### src/rtl/button_debouncer.sv
// rtl/button_debouncer.sv - per-channel synchronizer plus 4-state stable-count debounce FSM
module button_debouncer #(
    parameter int N             = 2,
    parameter int STABLE_CYCLES = 1000000
) (
    input  logic         clk,
    input  logic         rst,
    input  logic [N-1:0] btn_in,
    output logic [N-1:0] btn_out
);

    // Counter is wide enough to hold STABLE_CYCLES, but only ever reaches STABLE_CYCLES-1.
    localparam int            CW       = $clog2(STABLE_CYCLES + 1);
    localparam logic [CW-1:0] CNT_ZERO = '0;
    localparam logic [CW-1:0] CNT_ONE  = CW'(1);
    localparam logic [CW-1:0] CNT_LAST = CW'(STABLE_CYCLES - 1);

    // Bit 1 of the encoding is the accepted level, bit 0 marks a pending change.
    typedef enum logic [1:0] {
        LOW       = 2'b00,
        PEND_HIGH = 2'b01,
        HIGH      = 2'b10,
        PEND_LOW  = 2'b11
    } state_t;

    logic [N-1:0] sync1;
    logic [N-1:0] sync2;

    // Two-flop synchronizer for every raw button level before any decision logic.
    always_ff @(posedge clk or posedge rst) begin
        if (rst) begin
            sync1 <= '0;
            sync2 <= '0;
        end else begin
            sync1 <= btn_in;
            sync2 <= sync1;
        end
    end

    genvar i;
    generate
        for (i = 0; i < N; i++) begin : g_chan
            state_t        state;
            state_t        state_next;
            logic [CW-1:0] cnt;
            logic [CW-1:0] cnt_next;
            logic          out_q;
            logic          out_next;
            logic          s;

            assign s = sync2[i];

            // State and run-length counter registers; reset discards any pending change.
            always_ff @(posedge clk or posedge rst) begin
                if (rst) begin
                    state <= LOW;
                    cnt   <= CNT_ZERO;
                end else begin
                    state <= state_next;
                    cnt   <= cnt_next;
                end
            end

            // Next state: a sample that disagrees with the accepted level opens a pending
            // window, any agreeing sample inside it aborts the window and clears the count.
            always_comb begin
                state_next = state;
                cnt_next   = cnt;
                case (state)
                    LOW: begin
                        if (s) begin
                            state_next = PEND_HIGH;
                            cnt_next   = CNT_ONE;
                        end else begin
                            cnt_next   = CNT_ZERO;
                        end
                    end
                    PEND_HIGH: begin
                        if (!s) begin
                            state_next = LOW;
                            cnt_next   = CNT_ZERO;
                        end else if (cnt == CNT_LAST) begin
                            state_next = HIGH;
                            cnt_next   = CNT_ZERO;
                        end else begin
                            cnt_next   = cnt + CNT_ONE;
                        end
                    end
                    HIGH: begin
                        if (!s) begin
                            state_next = PEND_LOW;
                            cnt_next   = CNT_ONE;
                        end else begin
                            cnt_next   = CNT_ZERO;
                        end
                    end
                    PEND_LOW: begin
                        if (s) begin
                            state_next = HIGH;
                            cnt_next   = CNT_ZERO;
                        end else if (cnt == CNT_LAST) begin
                            state_next = LOW;
                            cnt_next   = CNT_ZERO;
                        end else begin
                            cnt_next   = cnt + CNT_ONE;
                        end
                    end
                    default: begin
                        state_next = LOW;
                        cnt_next   = CNT_ZERO;
                    end
                endcase
            end

            // Output decode of the upcoming state so the registered level changes on the
            // same edge that accepts the final stable sample.
            always_comb begin
                out_next = 1'b0;
                case (state_next)
                    HIGH, PEND_LOW: out_next = 1'b1;
                    default:        out_next = 1'b0;
                endcase
            end

            // Debounced level flop; btn_out comes straight from here.
            always_ff @(posedge clk or posedge rst) begin
                if (rst) begin
                    out_q <= 1'b0;
                end else begin
                    out_q <= out_next;
                end
            end

            assign btn_out[i] = out_q;
        end
    endgenerate

endmodule

### config.mk
export PLATFORM = sky130hd
export DESIGN_NAME = button_debouncer
export DESIGN_NICKNAME = d
export VERILOG_FILES = /design/src/rtl/button_debouncer.sv
export SDC_FILE = /design/constraint.sdc
export NUM_CORES = 1
export LEC_CHECK = 0
export CAP_MARGIN = 20
export CORE_ASPECT_RATIO = 1.25
export CORE_UTILIZATION = 45
export CTS_CLUSTER_DIAMETER = 80
export DETAILED_ROUTE_END_ITERATION = 7
export PLACE_DENSITY = 0.66
export SYNTH_ARGS = -nofsm -noshare
export SYNTH_HDL_FRONTEND = slang
export SYNTH_SLANG_ARGS = --single-unit
### constraint.sdc
create_clock -name clk -period 2.33 [get_ports clk]
set_clock_uncertainty 0.15 [all_clocks]
set_input_delay 0.466 -clock clk [delete_from_list [all_inputs] [get_ports clk]]
set_output_delay 0.466 -clock clk [all_outputs]
set_load 0.05 [all_outputs]
==> results.tsv, run 1 <==
metric	value	unit
status	complete, no violations	
worst_slew_pin_slew	593.8	ps
seq_area	0.001251	mm2
synth_top_cell_area_share	0.5274	
power.leakage	1.036	nW
relSlewSlack	0.6005	
clock-sinks	50	
core	0.005080	mm2
ys_seq_area_frac	0.5274	
ir_drop	0.4806	mV
grt_first_pass_wirelength	7755	um
ys_ff_latch	50	
drt_iter0_markers	94	
wl_per_cell	13.61	um
initial_core_util	0.4670	
wl	4261	um
cts_tree	yes	
die_x	66.94	um
die_y	83.18	um
drv_cap	0	
synth_area_per_cell	10.05	um2
synth-main-ff-cell	dfrtp_1	
hold_path.startpoint	sync1[1]	
clk_latency	300	ps
grt_pass1_vias	1707	
root_buffer	clkbuf_8	
grt_antenna_before_repair	0	
hp-class	reg2reg	
yosysWarnings	0	
num_rows	29	
numCtsBuffers	5	
cp_max_fo	4	
overflow	0	
antenna_cells	0	
h-tree-depth	2	
netlist_area	0.002372	mm2
cts_hold_buffers	0	
worst_r2r_startpoint	g_chan[1].cnt[0]	
hold_viol_final	0	
fill_cells	464	
max-clock-path-buffers	2	
worstPathArrival	2280	ps
hpwlAfterDp	2956	um
start_kind	register	
drcViolationCount	0	
synth_common_cells	dfrtp_1, nor2_1, xnor2_1	
finalSetupViolations	0	
critPathKind	reg2reg	
ioPinCount	6	
syn_inst	236	
whs	203.9	ps
slew_viol_final	0	
vias	1722	
setup.worst_path.start	g_chan[1].cnt[0]	
drive_gt1_frac	0.1195	
synth_edf_count	0	
port_buffers	5	
crit_required	2380	ps
first_pass_iters	4	
grt_usage	0.1804	
die_area	0.005568	mm2
final_nets	256	
synth_cell_types	35	
fmax	448.0	MHz
post-synth-top-count-cell	dfrtp_1	
path_clk_slew	100	ps
detail-route-antenna-nets	0	
synthArstFlopShare	1.000	
synth_area_leaders	dfrtp_1, xnor2_1, nor2_1, xor2_1, nand3_1	
grt_start_max_net_pins	51	
routabilityCongestion	0.8476	
syn_nets	242	
setup_tns	0	ps
post-route-period-util	0.9581	
area_growth	12.03	%
critPathCaptureType	register	
powerDensity	551.3	mW/mm2
multiInputGateArea	0.001059	mm2
min_period	2232	ps
viasPerCell	5.502	
synth_largest_area_cell	dfrtp_1	
power by group:
part	internal (mW)	switching, mW
clock network	0.223	0.303
logic	0.0202	0.0362
registers	0.877	0.00660
worst max-delay path, cell delays in order, from the launching register on:
cell and delay (ps):
dfrtp_1 380, ha_1 240, nand3_1 150, or4_1 620, nor3_4 220, mux2_2 370
sequential cells by signal (all words and copies together) (netlist names):
register	flops
g_chan.cnt	40
g_chan.out_q	2
g_chan.state	4
sync1	2
sync2	2
worst paths after layout:
check | end | slack [ps] | cells after the start
worst max-delay path | g_chan[1].out_q | 100 | 5
worst min-delay path | sync2[1] | 200 | 0
worst max register to register | g_chan[1].out_q | 100 | 5
worst min register to register | sync2[1] | 200 | 0
max in group asynchronous | g_chan[1].cnt[13] | 1450 | 3
min in group asynchronous | sync1[0] | 370 | 3
layer usage:
metal / routed length, um / part of all wire / vias up / track usage
met5: 0 / 0 / - / 0
li1: - / - / 857 / -
met3: 98 / 0.023 / 2 / 0.03709
met1: 1926 / 0.45 / 844 / 0.2263
met2: 2207 / 0.52 / 19 / 0.3049
met4: 29 / 0.0068 / 0 / 0.05609
layout by cell type (no fill, tap or decap), types with 7 or more instances in the layout:
cell type  Yosys  routed
a21oi_1        9       9
buf_4          3       7
dfrtp_1       50      50
inv_1          8       7
nand2_1       15      15
nand3_1       13      13
nand4_1       10      10
nor2_1        38      38
nor4_1         9       9
xnor2_1       19      19
xor2_1         9       9
area by class of cell:
type	count	area share
Tap cell	62	0.02919
Timing Repair Buffer	14	0.05367
Sequential cell	50	0.4708
Multi-Input combinational cell	171	0.3983
Inverter	8	0.01130
Clock inverter	3	0.01083
Clock buffer	5	0.02589
metrics by stage:
stage          worst slack [ps]  cells  utilization  instance area (um2)  power (mW)
2_1_floorplan             223.3    236            -                 2372      0.9337
3_3_place_gp              147.1    305       0.5027                 2554      0.9577
3_5_place_dp              85.46    305       0.5027                 2554      0.9589
4_1_cts                   64.39    313       0.5219                 2651       1.488
5_1_grt                  -10.20    313       0.5232                 2658       1.533
6_report                  97.67    313       0.5232                 2658       1.465
logic make-up (layout without fill, tap and decap cells):
kind of cell	after synthesis	in the layout	share of synthesized area
and+or+nand+nor	114	114	0.2505
buffers and inverters	15	30	0.02901
DFF	50	50	0.5274
muxes	4	4	0.01899
AOI/OAI and AO/OA	23	23	0.06013
adders and majority gates	2	2	0.01055
xor gates and xnor gates	28	28	0.1034
what timing repair did:
item / 4_1_cts / 5_1_grt
gates resized for setup: 0 / 1
endpoints found under the setup margin: 0 / 2
hold endpoints to repair: 0 / 0
setup buffers: 0 / 0
Note: power is estimated with default switching activity, not from simulation.
==> run 2, diff against run 1 <==
--- a/config.mk
+++ b/config.mk
@@ -7,6 +7,7 @@
 export LEC_CHECK = 0
 export CAP_MARGIN = 20
 export CORE_ASPECT_RATIO = 1.25
+export CORE_MARGIN = 4
 export CORE_UTILIZATION = 45
 export CTS_CLUSTER_DIAMETER = 80
 export DETAILED_ROUTE_END_ITERATION = 7
==> run 2 against run 1 <==
Against the previous run: power is 7.6% higher; highest routed layer unchanged; register-to-register slack better by 70 ps; via count is 2.3% higher; sequential cell count stayed put; critical path type unchanged; final cell count stayed put; global-route usage is 2.3 points lower; sequential power hardly changed; die area is 17% higher; largest power group unchanged.
==> results.tsv, run 2 (synthesized netlist as in run 1, its figures left out) <==
metric	value	unit	change
critPathCaptureType	register		
ir_drop	0.6668	mV	+39%
root_buffer	clkbuf_8		
overflow	0		unchanged
stdcell_count	313		unchanged
die_area	0.006504	mm2	+17%
placed_cells_incl_taps	305		unchanged
max-clock-path-buffers	2		unchanged
start_kind	register		
grt_pass1_vias	1784		+4.5%
viasPerCell	5.629		+2.3%
final_cell_mix	dfrtp_1, nor2_1, xnor2_1, nand2_1, nand3_1		
area_growth	12.97	%	
worst_path_max_delay_cell	or4_4		
clock-sinks	50		unchanged
hold_path.startpoint	sync1[1]		
min_period	2165	ps	-67.38 ps
core	0.005080	mm2	unchanged
post-route-period-util	0.9292		-0.02892
worst_slew_pin_slew	569.2	ps	-24.58 ps
finalSetupViolations	0		unchanged
hp-class	reg2reg		
powerDensity	588.0	mW/mm2	+6.7%
cts_setup_buffers	0		unchanged
drv_cap	0		unchanged
wl_per_cell	14.42	um	+5.9%
design_area	0.002680	mm2	+0.85%
wl	4512	um	+5.9%
final_common_cell	dfrtp_1		
fill_cells	469		+1.1%
first_pass_iters	4		unchanged
crit_buf_inv	0		unchanged
cpPeakStageDelay	590	ps	-30 ps
fmax	461.9	MHz	+3.1%
worstPathArrival	2220	ps	-60 ps
grt_usage	0.1578		-0.02258
grt_first_pass_wirelength	8038	um	+3.6%
largest_register_ffs	40		unchanged
routabilityCongestion	0.8739		+3.1%
hold_viol_final	0		unchanged
grt_antenna_before_repair	0		unchanged
power.leakage	1.047	nW	+1.0%
final_nets	256		unchanged
top_regs	g_chan.cnt x40, g_chan.state x4		
rsz0062_at_grt	false		
antenna_cells	0		unchanged
worst_r2r_startpoint	g_chan[1].cnt[0]		
path_clk_slew	100	ps	about the same
ioPinCount	6		unchanged
cp_cell_sequence	ha_1 -> nand3_1 -> or4_4 -> nor3_4 -> mux2_2		
setup.worst_path.start	g_chan[1].cnt[0]		
h-tree-depth	2		unchanged
vias	1762		+2.3%
numCtsBuffers	5		unchanged
crit_required	2380	ps	about the same
cts_tree	yes		
regMostFlops	g_chan.cnt		
port_buffers	5		unchanged
drcViolationCount	0		unchanged
hpwlAfterDp	3059	um	+3.5%
initial_core_util	0.4670		unchanged
place_area	0.002554	mm2	unchanged
whs	205.3	ps	+1.318 ps
setup_tns	0	ps	unchanged
drt_iter0_markers	110		+17%
detail-route-antenna-nets	0		unchanged
power.total	1.576	mW	+7.6%
slew_viol_final	0		unchanged
cts_resized	0		unchanged
die_x	72.94	um	+9.0%
relSlewSlack	0.6170		+0.01654
grt_start_max_net_pins	51		unchanged
drive_gt1_frac	0.1235		+0.003984
num_rows	29		unchanged
cp_max_fo	4		unchanged
die_y	89.18	um	+7.2%
critPathKind	reg2reg		
cpLargestDelayFamily	simple AND/OR/NAND/NOR gates		
status	complete, no violations		
clk_latency	310	ps	about the same
cts_hold_buffers	0		unchanged
## run 2: cell type report
type                            count  area (um2)  share of cell area
Sequential cell                    50        1251              0.4669
Inverter                            8       30.03             0.01120
Timing Repair Buffer               14       142.6             0.05322
Clock buffer                        5       68.82             0.02568
Multi-Input combinational cell    171        1062              0.3964
Clock inverter                      3       47.55             0.01774
Tap cell                           62       77.57             0.02894
## run 2: power breakdown
| part | leakage, nW | switching [mW] | total, mW | internal [mW] |
|---|---|---|---|---|
| combinational | 0.307 | 0.0368 | 0.0570 | 0.0202 |
| clock | 0.0591 | 0.307 | 0.635 | 0.328 |
| sequential | 0.680 | 0.00678 | 0.884 | 0.877 |
| total | 1.05 | 0.351 | 1.58 | 1.22 |
## run 2: worst register-to-register path, cell delays in order, from the launching register on
cell,delay [ps]
dfrtp_1,380
ha_1,240
nand3_1,150
or4_4,590
nor3_4,200
mux2_2,360
## run 2: path summary, 6_finish.rpt
kind / end / slack (ps) / cells past startpoint
setup / recovery: g_chan[1].out_q / 170 / 5
hold / removal: sync2[1] / 210 / 0
setup reg to reg: g_chan[1].out_q / 170 / 5
hold reg to reg: sync2[1] / 210 / 0
max in group asynchronous: g_chan[0].cnt[14] / 1440 / 3
min in group asynchronous: g_chan[0].cnt[0] / 370 / 3
## run 2: metal layers
layer	share of wire	global-route usage	wire, um
met1	0.44	0.1980	1980
met2	0.51	0.2635	2307
met3	0.024	0.03150	107
met4	0.026	0.07047	117
met5	0	0	0
## run 2: per-stage QoR
stage,setup slack (ps),utilization
after global routing,26.43,0.5276
after global placement,145.4,0.5027
after floorplan,223.3,-
after CTS,85.63,0.5256
after detailed placement,119.4,0.5027
final,165.0,0.5276
==> run 3, diff against run 2 <==
--- a/config.mk
+++ b/config.mk
@@ -10,8 +10,11 @@
 export CORE_MARGIN = 4
 export CORE_UTILIZATION = 45
 export CTS_CLUSTER_DIAMETER = 80
+export CTS_CLUSTER_SIZE = 25
 export DETAILED_ROUTE_END_ITERATION = 7
+export GPL_ROUTABILITY_DRIVEN = 0
 export PLACE_DENSITY = 0.66
+export REMOVE_ABC_BUFFERS = 1
 export SYNTH_ARGS = -nofsm -noshare
 export SYNTH_HDL_FRONTEND = slang
 export SYNTH_SLANG_ARGS = --single-unit
==> run 3 against run 2 <==
Against the previous run: non-clock buffer count down 1; power fell by 11%; setup slack improved by 1.3 ps; combinational power is 5.3% lower; sequential cell count stayed put; clock-buffer cell count unchanged; critical path depth unchanged; largest power group unchanged.
==> results.tsv, run 3 (synthesized netlist as in run 1, its figures left out) <==
metric	value	unit	change
final_nets	255		-0.39%
drcViolationCount	0		unchanged
cp_max_fo	4		unchanged
rsz0062_at_grt	false		
overflow	0		unchanged
r2r_cells	5		unchanged
dp_slack	55.11	ps	-64.26 ps
drv_cap	0		unchanged
powerDensity	537.3	mW/mm2	-8.6%
final_cell_mix	dfrtp_1, nor2_1, xnor2_1, nand2_1, nand3_1		
clock-sinks	50		unchanged
top_regs	g_chan.cnt x40, g_chan.state x4		
regMostFlops	g_chan.cnt		
crit_required	2370	ps	about the same
switching_share	0.2222		-0.0005106
h-tree-depth	2		unchanged
setup.worst_path.start	g_chan[1].cnt[0]		
worstHoldPathCells	0		unchanged
wl_per_cell	13.86	um	-3.9%
area_growth	10.65	%	
port_buffers	5		unchanged
ioPinCount	6		unchanged
power.switching	0.3134	mW	-11%
worst_slew_pin_slew	645.9	ps	+76.70 ps
r2r-end	g_chan[1].out_q		
wl	4309	um	-4.5%
drive_gt1_frac	0.1205		-0.003024
hold_viol_final	0		unchanged
vias	1729		-1.9%
largest_register_ffs	40		unchanged
first_pass_iters	5		+1
numCtsBuffers	5		unchanged
die_area	0.006504	mm2	unchanged
die_y	89.18	um	unchanged
pwr-share-seq	0.626		+0.065
intPower	1.097	mW	-10%
setup_tns	0	ps	unchanged
final_common_cell	dfrtp_1		
worstPathArrival	2200	ps	-20 ps
core	0.005080	mm2	unchanged
start_kind	register		
r2r_setup_slack	170	ps	about the same
clk_latency	300	ps	about the same
grt_pass1_vias	1747		-2.1%
fin_ws	166.4	ps	+1.334 ps
setup.worst_path.end	g_chan[1].out_q		
detail-route-antenna-nets	0		unchanged
die_x	72.94	um	unchanged
hp-class	reg2reg		
cts_resized	0		unchanged
cts_tree	yes		
max-clock-path-buffers	2		unchanged
finalSetupViolations	0		unchanged
power_frac_comb	0.038		+0.002
ir_drop	0.3901	mV	-42%
slew_viol_final	0		unchanged
fill_cells	469		unchanged
critPathKind	reg2reg		
cts_hold_buffers	0		unchanged
initial_core_util	0.4670		unchanged
viasPerCell	5.559		-1.2%
relSlewSlack	0.5654		-0.05160
pwr-share-clk	0.336		-0.067
fmax	462.2	MHz	about the same
antenna_cells	0		unchanged
hpwlAfterDp	3002	um	-1.9%
post-route-period-util	0.9286		about the same
grt_start_max_net_pins	51		unchanged
worst_r2r_startpoint	g_chan[1].cnt[0]		
power.total	1.410	mW	-11%
num_rows	29		unchanged
whs	212.5	ps	+7.232 ps
critPathCaptureType	register		
min_period	2164	ps	-1.334 ps
grt_first_pass_wirelength	7741	um	-3.7%
status	complete, no violations		
drt_iter0_markers	77		-30%
grt_antenna_before_repair	0		unchanged
cts_setup_buffers	0		unchanged
root_buffer	clkbuf_8		
path_clk_slew	80	ps	-20 ps
grt_usage	0.1540		-0.003766
power.leakage	1.018	nW	-2.7%
-- run 3: changes by cell type in the layout (fill, tap and decap cells not counted) --
cell	delta
bufinv_16	-1
clkinv_2	+2
buf_12	-1
ha_1	-1
ha_2	+1
inv_6	-2
-- run 3: power by group through the flow --
stage,registers [mW],clock network [mW],logic [mW]
after global placement,0.900,0,0.0547
after floorplan,0.899,0,0.0330
after detailed placement,0.900,0,0.0553
after global routing,0.885,0.527,0.0627
after CTS,0.883,0.504,0.0554
final,0.883,0.473,0.0540
-- run 3: worst min path at each step --
stage                  start       end  slack [ps]
finish              sync1[0]  sync2[0]         210
global route        sync1[0]  sync2[0]         230
CTS                 sync1[0]  sync2[0]         220
detailed placement  sync1[1]  sync2[1]         190
global placement    sync1[0]  sync2[0]         190
floorplan           sync1[0]  sync2[0]         180
-- run 3: critical path, stage by stage (launching register included) --
cell and delay, ps:
dfrtp_1 380, ha_2 220, nand3_1 140, or4_4 590, nor3_4 190, mux2_2 370
-- run 3: per-stage QoR --
step	cell area (um2)	util	instances
finish	2625	0.5167	311
global route	2625	0.5167	311
CTS	2613	0.5143	311
detailed placement	2534	0.4988	304
global placement	2534	0.4988	304
floorplan	2333	-	229
-- run 3: area by class of cell --
class,count,area (um2),area share
Clock buffer,5,68.82,0.02622
Multi-Input combinational cell,171,1065,0.4056
Sequential cell,50,1251,0.4766
Timing Repair Buffer,13,122.6,0.04671
Inverter,8,30.03,0.01144
Clock inverter,2,10.01,0.003813
Tap cell,62,77.57,0.02955
-- run 3: per-layer routing --
| layer | vias to the layer above | GRT usage | wire length [um] |
|---|---|---|---|
| met3 | 8 | 0.03487 | 90 |
| met4 | 0 | 0.07383 | 102 |
| met1 | 842 | 0.1776 | 1847 |
| met2 | 19 | 0.2693 | 2268 |
| met5 | - | 0 | 0 |
| li1 | 860 | - | - |
